[src/rtl/wb_cmd_master_pkg.sv]
// Shared types and constants for the Wishbone command master.
// Bus-side encodings live here so the slave-facing constants are defined once.
package wb_cmd_master_pkg;

  typedef enum logic [1:0] {
    IDLE = 2'd0,
    BUS  = 2'd1,
    GAP  = 2'd2,
    RESP = 2'd3
  } state_t;

  localparam logic [1:0] ST_OK        = 2'b00;
  localparam logic [1:0] ST_ERR       = 2'b01;
  localparam logic [1:0] ST_TIMEOUT   = 2'b10;
  localparam logic [1:0] ST_RETRY_EXH = 2'b11;

  localparam logic [2:0] WB_CTI_CLASSIC = 3'b000;
  localparam logic [1:0] WB_BTE_LINEAR  = 2'b00;

endpackage

[src/rtl/wb_cmd_master.sv]
// Wishbone classic single-transfer initiator: one valid/ready command in,
// one bus transfer (with rty re-attempts and per-attempt timeout), one response out.
//
// state | meaning
// IDLE  | ready for a command; bus idle
// BUS   | cyc/stb high, waiting for ack/err/rty or timeout
// GAP   | one idle bus cycle between an rty and the re-attempt
// RESP  | response presented, held until rsp_ready_i
module wb_cmd_master
  import wb_cmd_master_pkg::*;
#(
  parameter int wb_adr_width   = 3,
  parameter int wb_dat_width   = 8,
  parameter int timeout_cycles = 16,
  parameter int max_retries    = 3
) (
  input  logic                    wb_clk,
  input  logic                    wb_rst_n,
  input  logic                    cmd_valid_i,
  output logic                    cmd_ready_o,
  input  logic                    cmd_we_i,
  input  logic [wb_adr_width-1:0] cmd_adr_i,
  input  logic [wb_dat_width-1:0] cmd_dat_i,
  output logic                    rsp_valid_o,
  input  logic                    rsp_ready_i,
  output logic [wb_dat_width-1:0] rsp_dat_o,
  output logic [1:0]              rsp_status_o,
  output logic [wb_adr_width-1:0] wb_adr_o,
  output logic [wb_dat_width-1:0] wb_dat_o,
  output logic                    wb_we_o,
  output logic                    wb_cyc_o,
  output logic                    wb_stb_o,
  output logic [2:0]              wb_cti_o,
  output logic [1:0]              wb_bte_o,
  input  logic [wb_dat_width-1:0] wb_dat_i,
  input  logic                    wb_ack_i,
  input  logic                    wb_err_i,
  input  logic                    wb_rty_i
);

  // A zero-retry build still needs a one-bit counter to stay legal.
  localparam int rty_w = (max_retries > 0) ? $clog2(max_retries + 1) : 1;
  localparam int tmo_w = $clog2(timeout_cycles);
  localparam logic [rty_w-1:0] max_rty  = rty_w'(max_retries);
  localparam logic [tmo_w-1:0] tmo_last = tmo_w'(timeout_cycles - 1);

  state_t           state, state_nxt;
  logic [rty_w-1:0] retry_cnt;
  logic [tmo_w-1:0] tmo_cnt;

  always_ff @(posedge wb_clk or negedge wb_rst_n) begin
    if (!wb_rst_n) state <= IDLE;
    else           state <= state_nxt;
  end

  always_comb begin
    state_nxt = state;
    case (state)
      IDLE: if (cmd_valid_i) state_nxt = BUS;
      BUS: begin
        if (wb_ack_i || wb_err_i)  state_nxt = RESP;
        else if (wb_rty_i)         state_nxt = (retry_cnt < max_rty) ? GAP : RESP;
        else if (tmo_cnt == tmo_last) state_nxt = RESP;
      end
      GAP:  state_nxt = BUS;
      RESP: if (rsp_ready_i) state_nxt = IDLE;
      default: state_nxt = IDLE;
    endcase
  end

  always_comb begin
    cmd_ready_o = (state == IDLE);
    rsp_valid_o = (state == RESP);
    wb_cyc_o    = (state == BUS);
    wb_stb_o    = (state == BUS);
    wb_cti_o    = WB_CTI_CLASSIC;
    wb_bte_o    = WB_BTE_LINEAR;
  end

  // Command latch, counters and response capture.
  always_ff @(posedge wb_clk or negedge wb_rst_n) begin
    if (!wb_rst_n) begin
      wb_adr_o     <= '0;
      wb_dat_o     <= '0;
      wb_we_o      <= 1'b0;
      retry_cnt    <= '0;
      tmo_cnt      <= '0;
      rsp_dat_o    <= '0;
      rsp_status_o <= ST_OK;
    end else begin
      case (state)
        IDLE: begin
          if (cmd_valid_i) begin
            wb_adr_o  <= cmd_adr_i;
            wb_dat_o  <= cmd_dat_i;
            wb_we_o   <= cmd_we_i;
            retry_cnt <= '0;
            tmo_cnt   <= '0;
          end
        end
        BUS: begin
          if (wb_ack_i) begin
            rsp_dat_o    <= wb_we_o ? '0 : wb_dat_i;
            rsp_status_o <= ST_OK;
          end else if (wb_err_i) begin
            rsp_dat_o    <= '0;
            rsp_status_o <= ST_ERR;
          end else if (wb_rty_i) begin
            if (retry_cnt < max_rty) begin
              retry_cnt <= retry_cnt + 1'b1;
            end else begin
              rsp_dat_o    <= '0;
              rsp_status_o <= ST_RETRY_EXH;
            end
          end else if (tmo_cnt == tmo_last) begin
            rsp_dat_o    <= '0;
            rsp_status_o <= ST_TIMEOUT;
          end else begin
            tmo_cnt <= tmo_cnt + 1'b1;
          end
        end
        GAP:  tmo_cnt <= '0;
        default: ;
      endcase
    end
  end

endmodule

[config.mk]
export PLATFORM = sky130hd
export DESIGN_NAME = wb_cmd_master
export DESIGN_NICKNAME = d
export VERILOG_FILES = /design/src/rtl/wb_cmd_master_pkg.sv /design/src/rtl/wb_cmd_master.sv
export SDC_FILE = /design/constraint.sdc
export NUM_CORES = 1
export LEC_CHECK = 0
export ABC_AREA = 1
export BUFFER_PORTS_ARGS = -buffer_cell sky130_fd_sc_hd__clkbuf_2
export CORE_UTILIZATION = 52
export DETAILED_ROUTE_END_ITERATION = 10
export PLACE_DENSITY = 0.84
export SLEW_MARGIN = 20
export SYNTH_ARGS = -nofsm -noshare
export SYNTH_HDL_FRONTEND = slang
export SYNTH_SLANG_ARGS = --single-unit
[constraint.sdc]
create_clock -name wb_clk -period 2.3 [get_ports wb_clk]
set_input_delay 0.46 -clock wb_clk [delete_from_list [all_inputs] [get_ports wb_clk]]
set_output_delay 0.46 -clock wb_clk [all_outputs]
set_load 0.02 [all_outputs]
# --- Yosys cells after proc, flatten, opt, wreduce, memory -nomap -nowiden ---
# Index checks and enable logic that the tools add are counted.
word_totals:
  regBits: 30
  latch_bits: 0
  mem_bits_rw: 0
  rom_bits: 0
  in_bits: 27
  output_inout_bits: 31
  wordCells: 65
  memories: 0
classes:
  add_sub_neg: 2
  mul: 0
  div: 0
  magnitude_cmp: 1
  eq_ne: 14
  n_shift: 0
  mux: 30
  bitwise_logic: 0
  reduce_logical: 10
op_table:
  columns: ["cell", "count"]
  rows:
  - ["$mux W8", 6]
  - ["$mux W2", 15]
  - ["$mux W4", 5]
  - ["$pmux W4 S3", 1]
  - ["$reduce_and A6 Y1", 2]
  - ["$ne A2 B2 Y1 const B", 5]
  - ["$pmux W2 S4", 1]
  - ["$ne A2 B1 Y1 const B", 3]
  - ["$reduce_and A3 Y1", 2]
  - ["$add A4 B1 Y4 const B", 1]
  - ["$eq A2 B2 Y1 const B", 2]
  - ["$eq A4 B4 Y1 const B", 1]
  - ["$ne A4 B1 Y1 const B", 1]
  - ["$ne A4 B4 Y1 const B", 1]
  - ["$pmux W2 S2", 1]
  - ["$reduce_bool A4 Y1", 1]
  - ["$reduce_bool A3 Y1", 1]
  - ["$add A2 B1 Y2 const B", 1]
  - ["$eq A2 B1 Y1 const B", 1]
  - ["$logic_not A2 Y1", 1]
  - ["$lt A2 B2 Y1 const B", 1]
  - ["$reduce_and A2 Y1", 1]
  - ["$reduce_bool A2 Y1", 1]
  - ["$logic_or A1 B1 Y1", 1]
  - ["$mux W1", 1]

# --- Logic depth before layout (Yosys ltp) ---
# Gate-level depths: netlist of run 1.
depth:
  ltp_word: 6
  ltp_mapped: 8
  depth_no_buf: 8

# --- Worst setup path after synthesis of run 1 ---
# No wires, ideal clock.
synth_path:
  kind: "register to output"
  startpoint: "register state[0]"
  endpoint: "output port cmd_ready_o"
  t_arrival_ns: 0.917
  t_required_ns: 1.840
  slack_ns: 0.923
  path_stages_with_launch: 3
  path_buffers: 1
  cell_sequence: "dfrtp_1 nor2_1 buf_2"
synth_via:
  elab_chain_len: 1
synth_lines:
  columns: ["item", "line", "text"]
  rows:
  - ["from (decl)", "wb_cmd_master.sv:47", "state_t state, state_nxt;"]
  - ["from (signal assigned)", "wb_cmd_master.sv:53", "else state <= state_nxt;"]
  - ["$logic_not A2 Y1", "wb_cmd_master.sv:72", "cmd_ready_o = (state == IDLE);"]
  - ["to (decl)", "wb_cmd_master.sv:20", "output logic cmd_ready_o,"]
# No other way between the ends.

# --- Worst setup path after layout of run 1 ---
layout_path:
  startpoint: "register state[0]"
  endpoint: "output port wb_stb_o"
layout_via:
  elab_chain_len: 1
layout_lines:
  columns: ["item", "line", "text"]
  rows:
  - ["$eq A2 B1 Y1", "wb_cmd_master.sv:75", "wb_stb_o = (state == BUS);"]
  - ["to (decl)", "wb_cmd_master.sv:32", "output logic wb_stb_o,"]
# No other way between the ends.

==> qor.txt, run 1 <==
Status: finished clean
Area grow syn2layout: 20.6%
CTS resizes: 0
Hold Slack: 0.175 ns
Final nets: 276
Final Hold Vio Count: 0
Sw power: 1.04 mW
Clock Tree Buf Depth: 2
Post-DP HPWL: 2240 um
CP Max Fanout: 7
Sw frac: 45.8%
Design area: 0.00181 mm2
Post-synthesis sequential area ratio: 50.1%
Worst-path clk slew: 0.09 ns
Clk pwr share: 14.0%
Commonest non-fill, non-tap cells in the layout: nand2_1, clkbuf_2, nand3_1, dfrtp_1, nor2_1
Post-synthesis mux area share: 0%
DRC: 0
Worst path bufs/invs: 3
H-tree depth: 2
Clock Latency Late Sink: 0.32 ns
Combinational Power Share: 47.6%
Placed insts: 271
Pwr/cell area: 1260 mW/mm2
#FFs+latches synth: 30
Fraction of the mapped netlist area in compound gates: 2.59%
Clock sink count: 30
Worst-path cell chain: inv_2 -> nor2_2 -> buf_4 -> clkbuf_2
Peak supply drop: 0.000910 V
Final WS setup: 0.413 ns
Fin util: 66.1%
Synth Area in Adders: 1.67%
GR Util All Layers: 21.5%
Routed wire length: 2980 um
Tmin final: 1.89 ns
Layout Cells excl Fill: 279
Total gr overflow: 0
Final number of setup-violating endpoints: 0
Core Region: 0.00273 mm2
Fin. max-slew vios: 0
First drt pass iteration count: 6
Synth warnings: 0
TritonCTS clock tree: yes
Die area: 0.00310 mm2
Largest family of logic cells by synthesized area: simple AND/OR/NAND/NOR gates
Max-cap violation count: 0
Met2 wire len: 1470 um
Vias: 1352
Reg power frac: 38.4%
Pin count of the biggest net entering global routing: 31
Clk_skew: 0.00875 ns
Initial antenna violation count: 0
Vias in the first global route: 1219
Cells after synthesis: 194
Met3 wire len: 213 um
Met1 WL: 1280 um
Synth Area in XOR/XNOR: 0%
Crit path max-delay family: buffers and inverters
Diode count: 0
Setup slack at placement: 0.540 ns
Initial Util: 54.8%
WP data arrival: 1.43 ns
Area of the multi-input gates: 618 um2
Total Power Consumption: 2.27 mW
I/O Pins: 58
Most common cell after layout, fill and taps aside: nand2_1
Post-synthesis simple-gate area fraction: 35.8%
Post CTS Setup Buffer Count: 0
CP Launch Type: register
Yosys cell types: 23
Fmax: 0.530 GHz
Die X: 55.7 um
Vias per std cell: 4.85
Total CTS buffers: 5
Leak pwr: 1.11 nW
Max Used Layer: met4
Period utilization: 82.1%
Slowest cell on the critical path: dfrtp_1
I/O Buffers: 52
Actual slew at the worst max-slew pin: 0.723 ns
Max incr delay on CP: 0.43 ns
RSZ-0062 raised after global routing: no
Initial drt markers: 17
Hold Buf Count CTS: 0
Routed len/inst: 10.7 um
Gpl congestion: 0.821
Avg Synthesized Cell Area: 7.72 um2
Hold Path Class: in2async
Rows: 19
Post-route antenna net violation count: 0
Setup tns final: 0 ns
Register Area: 751 um2
Post-DP Area: 0.00175 mm2
Die H: 55.7 um
Worst setup EP type: output port
WS Path Type: reg2out
Clock Tree Root: clkbuf_4
First-pass GRT wire length: 5150 um
Max-slew headroom at the worst pin: 51.8%
Worst Path Required: 1.84 ns
Mapped cell area: 0.00150 mm2
# fillers: 249
Cell internal pwr: 1.23 mW
Layout cell share with drive strength beyond 1: 28.2%
==> power groups by stage <==
| stage | clock network, mW | logic [mW] | registers (mW) |
|---|---|---|---|
| after global placement | 0 | 1.06 | 0.873 |
| after CTS | 0.326 | 1.09 | 0.872 |
| after floorplan | 0 | 0.588 | 1.06 |
| after global routing | 0.356 | 1.21 | 0.901 |
| after detailed placement | 0 | 1.09 | 0.878 |
| final | 0.318 | 1.08 | 0.871 |
==> final cells by class <==
cell class	count	share of cell area (%)
clock buffer	7	3.05
clock inverter	1	0.277
inverter	17	3.53
multi-input combinational	139	34.2
sequential	30	41.6
tap	31	2.15
timing repair buffer	54	15.2
==> registers in the layout, summed over array words and instances (netlist names) <==
register	cells
wb_dat_o	8
retry_cnt	2
wb_we_o	1
rsp_dat_o	8
wb_adr_o	3
rsp_status_o	2
state	2
tmo_cnt	4
==> worst register-to-register path, cell delays in order, from the launching register on <==
cell     delay [ns]
dfrtp_1        0.43
ha_1           0.24
nand3_1        0.12
nand3_1        0.31
nand2_2        0.30
nand2_1        0.08
nand2_1        0.07
==> kinds of logic (layout without fill, tap and decap cells) <==
kind of cell               count (synthesis)  count (layout)
DFF                                       30              30
adders and majority gates                  2               2
and+or+nand+nor                          125             125
other                                      1               5
AOI/OAI and AO/OA                          7               7
buffers and inverters                     29              79
==> metal layers <==
metal | vias to the layer above | global-route usage [%]
met1 | 601 | 26.2
met5 | - | 0
li1 | 702 | -
met4 | 0 | 7.14
met3 | 2 | 8.14
met2 | 47 | 35.1
==> final timing paths <==
| kind | startpoint | endpoint | slack [ns] | depth (start not counted) |
|---|---|---|---|---|
| worst max register to register | tmo_cnt[0] | rsp_dat_o[1] | 0.69 | 6 |
| worst min-delay path | wb_rst_n | wb_dat_o[3] | 0.18 | 1 |
| max in group asynchronous | wb_rst_n | rsp_dat_o[5] | 1.65 | 1 |
| min in group wb_clk | cmd_dat_i[0] | wb_dat_o[0] | 0.36 | 3 |
| worst max-delay path | state[0] | wb_stb_o | 0.41 | 4 |
| worst min register to register | rsp_status_o[1] | rsp_status_o[1] | 0.48 | 2 |
==> synth_stat cells <==
| library cell | n | area [um2] |
|---|---|---|
| inv_1 | 15 | 56.3 |
| ha_1 | 2 | 25.0 |
| o21ai_2 | 1 | 8.76 |
| nor2_1 | 17 | 63.8 |
| buf_2 | 4 | 20.0 |
| clkbuf_1 | 1 | 3.75 |
| nand3_1 | 30 | 150 |
| inv_2 | 2 | 7.51 |
| o21ai_0 | 1 | 5.00 |
| conb_1 | 1 | 3.75 |
| nand2_4 | 1 | 11.3 |
| nor2_2 | 1 | 6.26 |
| or2_2 | 1 | 6.26 |
| o21ai_1 | 3 | 15.0 |
| or2_1 | 1 | 6.26 |
| buf_6 | 1 | 11.3 |
| a21oi_1 | 2 | 10.0 |
| nand2_1 | 69 | 259 |
| dfrtp_1 | 30 | 751 |
| buf_4 | 6 | 45.0 |
| nand4_1 | 1 | 6.26 |
| nand2_2 | 3 | 18.8 |
| nand3b_1 | 1 | 7.51 |
Note: power is estimated with default switching activity, not from simulation.
==> run 2: changes to the inputs <==
--- a/config.mk
+++ b/config.mk
@@ -7,9 +7,9 @@
 export LEC_CHECK = 0
 export ABC_AREA = 1
 export BUFFER_PORTS_ARGS = -buffer_cell sky130_fd_sc_hd__clkbuf_2
-export CORE_UTILIZATION = 52
+export CORE_UTILIZATION = 43
 export DETAILED_ROUTE_END_ITERATION = 10
-export PLACE_DENSITY = 0.84
+export PLACE_DENSITY = 0.75
 export SLEW_MARGIN = 20
 export SYNTH_ARGS = -nofsm -noshare
 export SYNTH_HDL_FRONTEND = slang
==> constraint.sdc (replaced) <==
create_clock -name wb_clk -period 1.7 [get_ports wb_clk]
set_input_delay 0.34 -clock wb_clk [delete_from_list [all_inputs] [get_ports wb_clk]]
set_output_delay 0.34 -clock wb_clk [all_outputs]
set_load 0.02 [all_outputs]
==> qor.txt, run 2 (same netlist as run 1, synthesis figures left out) <==
Met1 WL: 1340 um (+4.7%)
Status: finished clean
Post-route antenna net violation count: 0 (unchanged)
Hold Path Class: in2reg
Worst Path Required: 1.36 ns (-0.48 ns)
Setup tns final: 0 ns (unchanged)
WS Path Type: reg2out
TritonCTS clock tree: yes
Core Region: 0.00334 mm2 (+22%)
First-pass GRT wire length: 4870 um (-5.4%)
Max Used Layer: met4
H-tree depth: 2 (unchanged)
Gpl congestion: 0.830 (+1.1%)
Routed wire length: 3040 um (+1.8%)
# fillers: 335 (+35%)
Vias: 1372 (+1.5%)
Vias in the first global route: 1207 (-0.98%)
Final number of setup-violating endpoints: 0 (unchanged)
Area grow syn2layout: 24.8%
Met3 wire len: 165 um (-23%)
Tmin final: 1.62 ns
Initial drt markers: 49 (+32)
Clock Tree Root: clkbuf_4
I/O Buffers: 52 (unchanged)
Most common cell after layout, fill and taps aside: nand2_1
Clk_skew: 0.0100 ns (+0.00129 ns)
First drt pass iteration count: 4 (-2)
I/O Pins: 58 (unchanged)
Period utilization: 95.5%
CP Max Fanout: 11 (+4)
Post-DP HPWL: 2310 um (+3.4%)
Pwr/cell area: 1670 mW/mm2 (+33%)
Total Power Consumption: 3.12 mW (+37%)
Total gr overflow: 0 (unchanged)
Met2 wire len: 1430 um (-3.2%)
CP Launch Type: register
Worst-path clk slew: 0.09 ns (about the same)
Pin count of the biggest net entering global routing: 20 (-35%)
Final Hold Vio Count: 0 (unchanged)
Max-cap violation count: 0 (unchanged)
Slowest cell on the critical path: dfrtp_1
Die area: 0.00372 mm2 (+20%)
Rows: 21 (+2)
Commonest non-fill, non-tap cells in the layout: nand2_1, clkbuf_2, nand3_1, dfrtp_1, nor2_1
Worst setup EP type: output port
Initial antenna violation count: 0 (unchanged)
Max incr delay on CP: 0.43 ns (about the same)
Fin. max-slew vios: 0 (unchanged)
Routed len/inst: 10.2 um (-5.0%)
Die H: 61.0 um (+9.6%)
Vias per std cell: 4.59 (-5.3%)
Initial Util: 44.9% (-9.9 points)
Diode count: 0 (unchanged)
Post CTS Setup Buffer Count: 0 (unchanged)
Die X: 61.0 um (+9.6%)
Clock Latency Late Sink: 0.33 ns (about the same)
DRC: 0 (unchanged)
Peak supply drop: 0.000803 V (-12%)
Fmax: 0.616 GHz
Worst-path cell chain: inv_2 -> nor2_2 -> buf_6 -> clkbuf_2
Total CTS buffers: 5 (unchanged)
Clock Tree Buf Depth: 2 (unchanged)
Final nets: 281 (+1.8%)
WP data arrival: 1.28 ns (-0.15 ns)
Clock sink count: 30 (unchanged)
Layout cell share with drive strength beyond 1: 29.2% (+1.0 points)
Fin util: 56.0% (-10 points)
GR Util All Layers: 18.4% (-3.1 points)
Biggest regs: rsp_dat_o: 8 flops, wb_dat_o: 8 flops, tmo_cnt: 4 flops
Leak pwr: 1.13 nW (+2.2%)
-- run 2: layout make-up --
class | instances | area [um2] | share of cell area, %
repair buffers | 59 | 319 | 17.1
clock inverters | 1 | 5.00 | 0.268
inverters | 17 | 63.8 | 3.41
well taps | 46 | 57.6 | 3.08
multi-input cells | 139 | 618 | 33.1
flip-flops and latches | 30 | 751 | 40.2
clock buffers | 7 | 55.1 | 2.95
-- run 2: repair_timing --
action | CTS | global route
hold buffers | 1 | 0
endpoints found under the setup margin | 0 | 2
hold endpoints to repair | 17 | 0
resized for setup | 0 | 1
-- run 2: metrics by stage --
stage / setup WS (ns) / std cells / instance area (um2) / hold slack, ns
floorplan: 0.443 / 198 / 1510 / 0.0444
global placement: 0.207 / 290 / 1800 / 0.313
detailed placement: 0.188 / 290 / 1800 / 0.322
CTS: 0.0409 / 299 / 1870 / 0.215
global route: -0.0108 / 299 / 1870 / 0.227
finish: 0.0764 / 299 / 1870 / 0.227
-- run 2: worst paths after layout --
kind	slack, ns	startpoint	depth (start not counted)	endpoint
max in group asynchronous	0.74	wb_rst_n	3	rsp_dat_o[7]
min in group asynchronous	0.48	wb_rst_n	2	wb_dat_o[1]
worst max-delay path	0.08	state[0]	4	wb_stb_o
worst min-delay path	0.23	cmd_dat_i[5]	3	wb_dat_o[5]
worst max register to register	0.18	tmo_cnt[0]	6	rsp_dat_o[2]
worst min register to register	0.48	rsp_dat_o[7]	2	rsp_dat_o[7]
-- run 2: worst max-delay path: cells and delay by family, from the launching register on --
kind | cells | cell delay, ns
AND/OR/NAND/NOR | 1 | 0.13
flip-flops | 1 | 0.43
buffers and inverters | 3 | 0.40
-- run 2: routing by layer --
| metal | vias to the layer above | track usage, % |
|---|---|---|
| li1 | 715 | - |
| met1 | 598 | 20.6 |
| met2 | 47 | 30.8 |
| met3 | 12 | 5.46 |
| met4 | 0 | 11.7 |
| met5 | - | 0 |
-- run 2: where the power goes --
part           switching, mW  internal (mW)
registers              0.186          0.990
clock network          0.235          0.200
logic                  0.999          0.504
total                   1.42           1.69
==> run 3: changes to the inputs <==
--- a/config.mk
+++ b/config.mk
@@ -7,9 +7,11 @@
 export LEC_CHECK = 0
 export ABC_AREA = 1
 export BUFFER_PORTS_ARGS = -buffer_cell sky130_fd_sc_hd__clkbuf_2
-export CORE_UTILIZATION = 43
+export CELL_PAD_IN_SITES_DETAIL_PLACEMENT = 1
+export CELL_PAD_IN_SITES_GLOBAL_PLACEMENT = 1
+export CORE_UTILIZATION = 30
 export DETAILED_ROUTE_END_ITERATION = 10
-export PLACE_DENSITY = 0.75
+export PLACE_DENSITY_LB_ADDON = 0.1
 export SLEW_MARGIN = 20
 export SYNTH_ARGS = -nofsm -noshare
 export SYNTH_HDL_FRONTEND = slang
==> qor.txt, run 3 (same netlist as run 1, synthesis figures left out) <==
Worst-path clk slew: 0.06 ns (-0.03 ns)
GR Util All Layers: 15.4% (-3.0 points)
# fillers: 615 (+84%)
Pin count of the biggest net entering global routing: 31 (+55%)
Routed len/inst: 11.6 um (+14%)
Routed wire length: 3670 um (+21%)
Worst setup EP type: output port
Fin. max-slew vios: 0 (unchanged)
Die X: 72.7 um (+19%)
Hold Buf Count CTS: 0 (-1)
Clock Tree Buf Depth: 2 (unchanged)
Initial drt markers: 52 (+6.1%)
DRC: 0 (unchanged)
Clock Latency Late Sink: 0.28 ns (-0.05 ns)
Clk_skew: 0.00580 ns (-0.00424 ns)
Worst Path Required: 1.36 ns (about the same)
Final nets: 278 (-1.1%)
Post-DP Area: 0.00182 mm2 (+1.3%)
Fmax: 0.622 GHz (+0.97%)
Core Region: 0.00475 mm2 (+42%)
Layout Cells excl Fill: 316 (+5.7%)
Depth of the most critical reg-to-reg path: 8 (+2)
Hold Path Class: in2async
First-pass GRT wire length: 6090 um (+25%)
Period utilization: 94.6% (-0.92 points)
RSZ-0062 raised after global routing: no
Vias in the first global route: 1259 (+4.3%)
CTS resizes: 0 (unchanged)
Peak supply drop: 0.000632 V (-21%)
Initial Util: 31.5% (-13 points)
Setup tns final: 0 ns (unchanged)
I/O Pins: 58 (unchanged)
Die area: 0.00528 mm2 (+42%)
Fin util: 39.9% (-16 points)
H-tree depth: 2 (unchanged)
Max-cap violation count: 0 (unchanged)
Vias: 1380 (+0.58%)
Rows: 25 (+19%)
Total gr overflow: 0 (unchanged)
Gpl congestion: 0.692 (-17%)
TritonCTS clock tree: yes
Design area: 0.00190 mm2 (+1.4%)
CP Launch Type: register
Biggest regs: rsp_dat_o: 8 flops, wb_dat_o: 8 flops, tmo_cnt: 4 flops
Vias per std cell: 4.37 (-4.8%)
Most common cell after layout, fill and taps aside: nand2_1
Post-route antenna net violation count: 0 (unchanged)
Final Hold Vio Count: 0 (unchanged)
First drt pass iteration count: 3 (-1)
Placed insts: 309 (+6.6%)
I/O Buffers: 52 (unchanged)
Diode count: 0 (unchanged)
Post-DP HPWL: 2730 um (+18%)
Commonest non-fill, non-tap cells in the layout: nand2_1, clkbuf_2, nand3_1, dfrtp_1, nor2_1
Area grow syn2layout: 26.6%
CP Max Fanout: 14 (+3)
Post CTS Setup Buffer Count: 0 (unchanged)
Total CTS buffers: 5 (unchanged)
Final number of setup-violating endpoints: 0 (unchanged)
WP data arrival: 1.27 ns (about the same)
WS Path Type: reg2out
Leak pwr: 1.12 nW (-0.73%)
Die H: 72.7 um (+19%)
Layout cell share with drive strength beyond 1: 28.1% (-1.1 points)
Pwr/cell area: 1710 mW/mm2 (+2.7%)
Clock sink count: 30 (unchanged)
Tmin final: 1.61 ns (-0.0156 ns)
Total Power Consumption: 3.25 mW (+4.2%)
Clock Tree Root: clkbuf_8
Status: finished clean
Initial antenna violation count: 0 (unchanged)
==> run 3: cell count changes in the layout (fill, tap and decap cells not counted), sizes merged <==
cell,change
clkinv,-1
dlygate4sd3,-1
buf,-2
==> run 3: layout make-up <==
class	instances	area (um2)	share of cell area (%)
clock buffers	7	76.3	4.03
flip-flops and latches	30	751	39.6
multi-input cells	139	618	32.6
inverters	17	63.8	3.37
well taps	67	83.8	4.42
repair buffers	56	303	16.0
==> run 3: path summary, 6_finish.rpt <==
kind / end / from / slack (ns)
min: tmo_cnt[3] / wb_rst_n / 0.07
max in group asynchronous: rsp_dat_o[1] / wb_rst_n / 1.34
max reg2reg: rsp_dat_o[0] / retry_cnt[0] / 0.19
min in group wb_clk: wb_adr_o[1] / cmd_adr_i[1] / 0.29
max: cmd_ready_o / state[0] / 0.09
min reg2reg: wb_dat_o[7] / wb_dat_o[7] / 0.47
==> run 3: routing by layer <==
layer	up-vias	part of all wire, %	GRT usage, %
met5	-	0	0
met4	0	1.6	6.54
met3	6	5.3	4.42
met2	38	47	24.6
met1	633	46	19.4
li1	703	-	-
==> run 3: worst max-delay path, stage by stage, from the launching register on <==
cell and delay [ns]:
dfrtp_1 0.43, nor2_1 0.22, buf_12 0.17, clkbuf_2 0.17
==> run 3: metrics by stage <==
step	hold slack, ns	setup slack (ns)
floorplan	0.0444	0.443
global placement	0.387	0.171
detailed placement	0.386	0.134
CTS	0.0817	0.0613
global route	0.100	0.0260
finish	0.0701	0.0920
==> run 3: report_power, final <==
part           total [mW]  switching (mW)  internal, mW
sequential           1.18           0.183         0.992
clock               0.531           0.250         0.281
combinational        1.54            1.03         0.510
total                3.25            1.46          1.78
